### src/rtl/vga_fill_ctrl.sv
// Write-port arbiter for the 80x60 frame buffer: CPU pixel writes always win,
// and a rectangle-fill engine uses the cycles the CPU leaves free.
module vga_fill_ctrl #(
    parameter int unsigned H_PIX = 80,
    parameter int unsigned V_PIX = 60,
    parameter int unsigned XW    = 7,
    parameter int unsigned YW    = 6,
    parameter int unsigned DW    = 8
) (
    input  logic                 CLK,
    input  logic                 RST,
    input  logic                 CPU_WE,
    input  logic [XW+YW-1:0]     CPU_WA,
    input  logic [DW-1:0]        CPU_WD,
    input  logic                 START,
    input  logic [XW-1:0]        X0,
    input  logic [XW-1:0]        X1,
    input  logic [YW-1:0]        Y0,
    input  logic [YW-1:0]        Y1,
    input  logic [DW-1:0]        COLOR,
    output logic                 FB_WE,
    output logic [XW+YW-1:0]     FB_WA,
    output logic [DW-1:0]        FB_WD,
    output logic                 BUSY,
    output logic                 DONE
);

    typedef enum logic [1:0] {
        IDLE = 2'd0,
        FILL = 2'd1,
        FIN  = 2'd2
    } state_t;

    state_t             state_q, state_d;
    logic [XW-1:0]      x_q, x_d;
    logic [YW-1:0]      y_q, y_d;
    logic [XW-1:0]      x0_q, x0_d;
    logic [XW-1:0]      x1_q, x1_d;
    logic [YW-1:0]      y1_q, y1_d;
    logic [DW-1:0]      col_q, col_d;
    logic               from_fill_q, from_fill_d;
    logic               fb_we_q, fb_we_d;
    logic [XW+YW-1:0]   fb_wa_q, fb_wa_d;
    logic [DW-1:0]      fb_wd_q, fb_wd_d;
    logic               done_q, done_d;

    logic [XW-1:0]      x1_clamp;
    logic [YW-1:0]      y1_clamp;
    logic               rect_empty;

    // Clamp the far corner to the visible area before the emptiness test.
    always_comb begin
        x1_clamp   = (32'(X1) > H_PIX - 1) ? XW'(H_PIX - 1) : X1;
        y1_clamp   = (32'(Y1) > V_PIX - 1) ? YW'(V_PIX - 1) : Y1;
        rect_empty = (X0 > x1_clamp) || (Y0 > y1_clamp) ||
                     (32'(X0) >= H_PIX) || (32'(Y0) >= V_PIX);
    end

    always_ff @(posedge CLK) begin
        if (RST) begin
            state_q     <= IDLE;
            x_q         <= '0;
            y_q         <= '0;
            x0_q        <= '0;
            x1_q        <= '0;
            y1_q        <= '0;
            col_q       <= '0;
            from_fill_q <= 1'b0;
            fb_we_q     <= 1'b0;
            fb_wa_q     <= '0;
            fb_wd_q     <= '0;
            done_q      <= 1'b0;
        end else begin
            state_q     <= state_d;
            x_q         <= x_d;
            y_q         <= y_d;
            x0_q        <= x0_d;
            x1_q        <= x1_d;
            y1_q        <= y1_d;
            col_q       <= col_d;
            from_fill_q <= from_fill_d;
            fb_we_q     <= fb_we_d;
            fb_wa_q     <= fb_wa_d;
            fb_wd_q     <= fb_wd_d;
            done_q      <= done_d;
        end
    end

    always_comb begin
        state_d     = state_q;
        x_d         = x_q;
        y_d         = y_q;
        x0_d        = x0_q;
        x1_d        = x1_q;
        y1_d        = y1_q;
        col_d       = col_q;
        from_fill_d = from_fill_q;
        fb_we_d     = 1'b0;
        fb_wa_d     = fb_wa_q;
        fb_wd_d     = fb_wd_q;
        done_d      = 1'b0;

        if (CPU_WE) begin
            fb_we_d = 1'b1;
            fb_wa_d = CPU_WA;
            fb_wd_d = CPU_WD;
        end

        unique case (state_q)
            IDLE: begin
                if (START) begin
                    x0_d        = X0;
                    x1_d        = x1_clamp;
                    y1_d        = y1_clamp;
                    col_d       = COLOR;
                    from_fill_d = !rect_empty;
                    // An empty fill signals DONE in the very next cycle.
                    if (rect_empty) begin
                        state_d = FIN;
                        done_d  = 1'b1;
                    end else begin
                        x_d     = X0;
                        y_d     = Y0;
                        state_d = FILL;
                    end
                end
            end
            FILL: begin
                if (!CPU_WE) begin
                    fb_we_d = 1'b1;
                    fb_wa_d = {y_q, x_q};
                    fb_wd_d = col_q;
                    if (x_q == x1_q && y_q == y1_q) begin
                        state_d = FIN;
                    end else if (x_q == x1_q) begin
                        x_d = x0_q;
                        y_d = y_q + 1'b1;
                    end else begin
                        x_d = x_q + 1'b1;
                    end
                end
            end
            FIN: begin
                // DONE is registered so it follows the last visible fill write.
                done_d  = from_fill_q;
                state_d = IDLE;
            end
            default: state_d = IDLE;
        endcase
    end

    always_comb begin
        BUSY  = (state_q == FILL) || (state_q == FIN && from_fill_q);
        DONE  = done_q;
        FB_WE = fb_we_q;
        FB_WA = fb_wa_q;
        FB_WD = fb_wd_q;
    end

endmodule

### config.mk
export PLATFORM = sky130hd
export DESIGN_NAME = vga_fill_ctrl
export DESIGN_NICKNAME = d
export VERILOG_FILES = /design/src/rtl/vga_fill_ctrl.sv
export SDC_FILE = /design/constraint.sdc
export NUM_CORES = 1
export LEC_CHECK = 0
export ABC_CLOCK_PERIOD_IN_PS = 3710
export CORE_MARGIN = 2
export CORE_UTILIZATION = 50
export DETAILED_ROUTE_END_ITERATION = 12
export MAX_ROUTING_LAYER = met4
export PLACE_DENSITY = 0.81
export SYNTH_ARGS = -nofsm -noshare
export SYNTH_HDL_FRONTEND = slang
export SYNTH_SLANG_ARGS = --single-unit
### constraint.sdc
create_clock -name CLK -period 3.71 [get_ports CLK]
set_input_delay 0.371 -clock CLK [delete_from_list [all_inputs] [get_ports CLK]]
set_output_delay 0.371 -clock CLK [all_outputs]
set_load 0.02 [all_outputs]
==> results.py <==
metrics = {
    "sta": {
        "post-route-period-util": 0.767,
        "fmaxAchievable_mhz": 351,
        "setup-violations-final": 0,
        "fin_setup_tns_ns": 0,
        "holdWs_ns": 0.457,
        "rsz0062_at_grt": "no",
        "skew_ns": 0.00849,
        "fin_crit_ns": 2.85,
        "slew_violations": 0,
        "fin_ws_ns": 0.865,
        "hold_viol": 0,
        "slew_headroom": 0.267,
        "worst_slew_pin_slew_ns": 1.10,
    },
    "cells_and_area": {
        "layoutNonFillerInstCount": 619,
        "antenna_cells": 0,
        "stdcell_area_mm2": 0.00462,
        "fillers": 592,
        "register_area_mm2": 0.00134,
        "layout-drive-gt1-share": 0.0688,
        "fin_util": 0.673,
        "multi_input_area_mm2": 0.00209,
        "synthToLayoutAreaGrowth_pct": 29.2,
        "num-nets-final": 591,
    },
    "clocking": {
        "cts_max_path_buffers": 2,
        "post-cts-setup-buffer-count": 0,
        "cts_buffers": 9,
        "clk_pin_slew_ns": 0.08,
        "ctsHoldBuffers": 0,
        "clock_latency_ns": 0.34,
        "h-tree-depth": 3,
        "cts_resized": 0,
        "cts-root-buf": "clkbuf_8",
        "cts_tree": "yes",
        "clock-sinks": 67,
    },
    "global_routing": {
        "grt_pass1_wl_mm": 14.2,
        "grt_usage": 0.240,
        "grt_max_degree": 44,
        "overflow": 0,
        "antenna_found_initial": 0,
        "grt_pass1_vias": 3187,
    },
    "floorplan": {
        "num_io_pins": 83,
        "start_util": 0.521,
        "core_area_mm2": 0.00687,
        "die_width_um": 88.6,
        "num_rows": 30,
        "dieArea_mm2": 0.00785,
        "dieHeight_um": 88.6,
    },
    "yosys": {
        "post-synth-top-count-cell": "nor2_1",
        "ys_seq_area_frac": 0.375,
        "synth_cell_types": 47,
        "synth_top_flop_cell": "dfxtp_1",
        "synth_cells": 449,
        "yosys_warnings": 0,
        "yosys-top-cells-count": "69 x nor2_1, 67 x dfxtp_1, 61 x nand2_1",
        "ys_async_sr_fraction": 0,
        "synth_seq_cells": 67,
        "synth_top_area_cell": "dfxtp_1",
        "post-synth-top-area-fraction": 0.375,
        "syn_area_per_cell_um2": 7.97,
        "synth_edf_count": 0,
        "synthTopCellsByArea": "dfxtp_1 37%, mux2i_1 8.9%, a21oi_1 7.3%, nor2_1 7.2%, nand2_1 6.4%",
        "synth_nets": 522,
        "netlist_area_mm2": 0.00358,
    },
    "routing": {
        "initialDrtViolationCount": 124,
        "vias": 3355,
        "routedWlPerCell_um": 14.4,
        "dr.pass1.iters": 4,
        "route.met3.wl_um": 434,
        "viasPerCell": 5.42,
        "wl_met2_mm": 4.40,
        "drc": 0,
        "antenna_left": 0,
        "routed.top_layer": "met4",
        "m1WireLength_mm": 3.92,
        "routed_wirelength_mm": 8.94,
    },
    "placed_design": {
        "hpwl_mm": 6.54,
        "place_area_mm2": 0.00444,
        "gp_congestion": 0.923,
        "dp_slack_ns": 0.508,
        "place.port_buffers": 82,
        "dp.cells": 603,
    },
    "hold_path": {
        "min_path_type": "register to register",
        "min_path_cells": 2,
        "hp-start": "x0_q[3]",
        "hold_path_end": "x0_q[3]",
    },
    "setup_path": {
        "path_cells": "clkdlybuf4s50_1, o21a_4, nor2_1, ha_1, and4_1, a41o_1, nor4b_4, o211ai_2, or4_1, a31oi_1",
        "crit_slowest_cell": "or4_1",
        "reg2reg_depth": 7,
        "timing.rr.start": "x_q[4]",
        "worstPathRequired_ns": 3.98,
        "worstSetupStartpointType": "primary input",
        "end_kind": "register",
        "timing.critical_path.arrival_ns": 3.11,
        "slowest_delay_ns": 0.51,
        "r2r-end": "y_q[5]",
        "crit_type": "primary input to register",
        "r2r_setup_slack_ns": 1.29,
        "cp_max_fo": 5,
    },
    "flow_run": {
        "cap_violations": 0,
    },
    "power": {
        "p_int_mw": 1.24,
        "leakage_nw": 1.96,
        "total_power_mw": 1.78,
        "clockPowerShare": 0.315,
        "power.density_mw_per_mm2": 385,
        "vdd.ir_drop.worst_uv": 313,
        "p_comb_frac": 0.228,
        "p_sw_mw": 0.536,
        "p_seq_frac": 0.456,
        "switching_share": 0.301,
    },
    "run_status": {
        "run_status": "complete, no violations",
    },
}
-- power by group through the flow --
| stage | Clock, mW | Combinational (mW) | Sequential [mW] |
|---|---|---|---|
| CTS | 0.573 | 0.408 | 0.811 |
| finish | 0.561 | 0.406 | 0.812 |
| detailed placement | 0 | 0.406 | 0.827 |
| global route | 0.600 | 0.448 | 0.817 |
| floorplan | 0 | 0.242 | 0.830 |
| global placement | 0 | 0.396 | 0.826 |
-- worst max-delay path: cells and delay by family --
kind,cells,cell delay (ns)
AOI/OAI and AO/OA,4,0.83
adders and majority gates,1,0.24
and+or+nand+nor,4,1.22
buffers and inverters,1,0.46
-- routing by layer --
layer | GRT usage | vias up
li1 | - | 1680
met1 | 0.277 | 1568
met2 | 0.413 | 88
met3 | 0.0588 | 19
met4 | 0.0730 | 0
met5 | - | -
-- cell families after synthesis --
| logic type | synth area share |
|---|---|
| AO/OA/AOI/OAI | 0.160 |
| XOR/XNOR | 0.0486 |
| adder cells (fa/ha/maj) | 0.0489 |
| buffers and inverters | 0.0437 |
| flip-flops | 0.375 |
| multiplexers | 0.0926 |
| AND/OR/NAND/NOR | 0.231 |
-- state kept, by name (all words and copies together), names as in the netlist --
register and count:
FB_WA 13, FB_WD 8, col_q 8, x0_q 7, x1_q 7, x_q 7, y1_q 6, y_q 6
state_q 2, DONE 1, FB_WE 1, from_fill_q 1
-- layout make-up --
class,instances,area share
clock buffers,11,0.0327
clock inverters,5,0.00812
inverters,9,0.00731
multi-input cells,344,0.451
flip-flops and latches,67,0.290
well taps,96,0.0260
repair buffers,87,0.185
-- placed cells by master, fill, tap and decap left out, types with 2 or more instances in the layout --
master / n
buf_4: 5
xnor2_1: 18
clkinv_4: 2
clkinvlp_4: 2
dfxtp_1: 67
clkdlybuf4s50_1: 81
or4_1: 2
a21oi_1: 52
a31oi_1: 3
nand4_1: 4
clkbuf_8: 11
nor2b_1: 4
inv_1: 9
and2_1: 2
nor3_1: 5
and4_1: 2
nand3_1: 14
and3_1: 4
a211oi_1: 7
nand2b_1: 5
nand2_1: 61
or2_2: 3
nor2_1: 68
mux2i_1: 32
ha_1: 14
a21o_1: 2
nor4_1: 2
o21ai_0: 19
-- worst max-delay path by stage --
stage | to | slack, ns | startpoint | depth (start not counted)
after floorplan | y_q[5] | 1.14 | X1[5] | 9
after global placement | y_q[5] | 0.57 | X1[5] | 10
after detailed placement | y_q[5] | 0.51 | X1[5] | 10
after CTS | y_q[5] | 0.88 | X1[5] | 10
after global routing | y_q[5] | 0.71 | X1[6] | 11
final | y_q[5] | 0.86 | X1[5] | 10
Note: power is estimated with default switching activity, not from simulation.
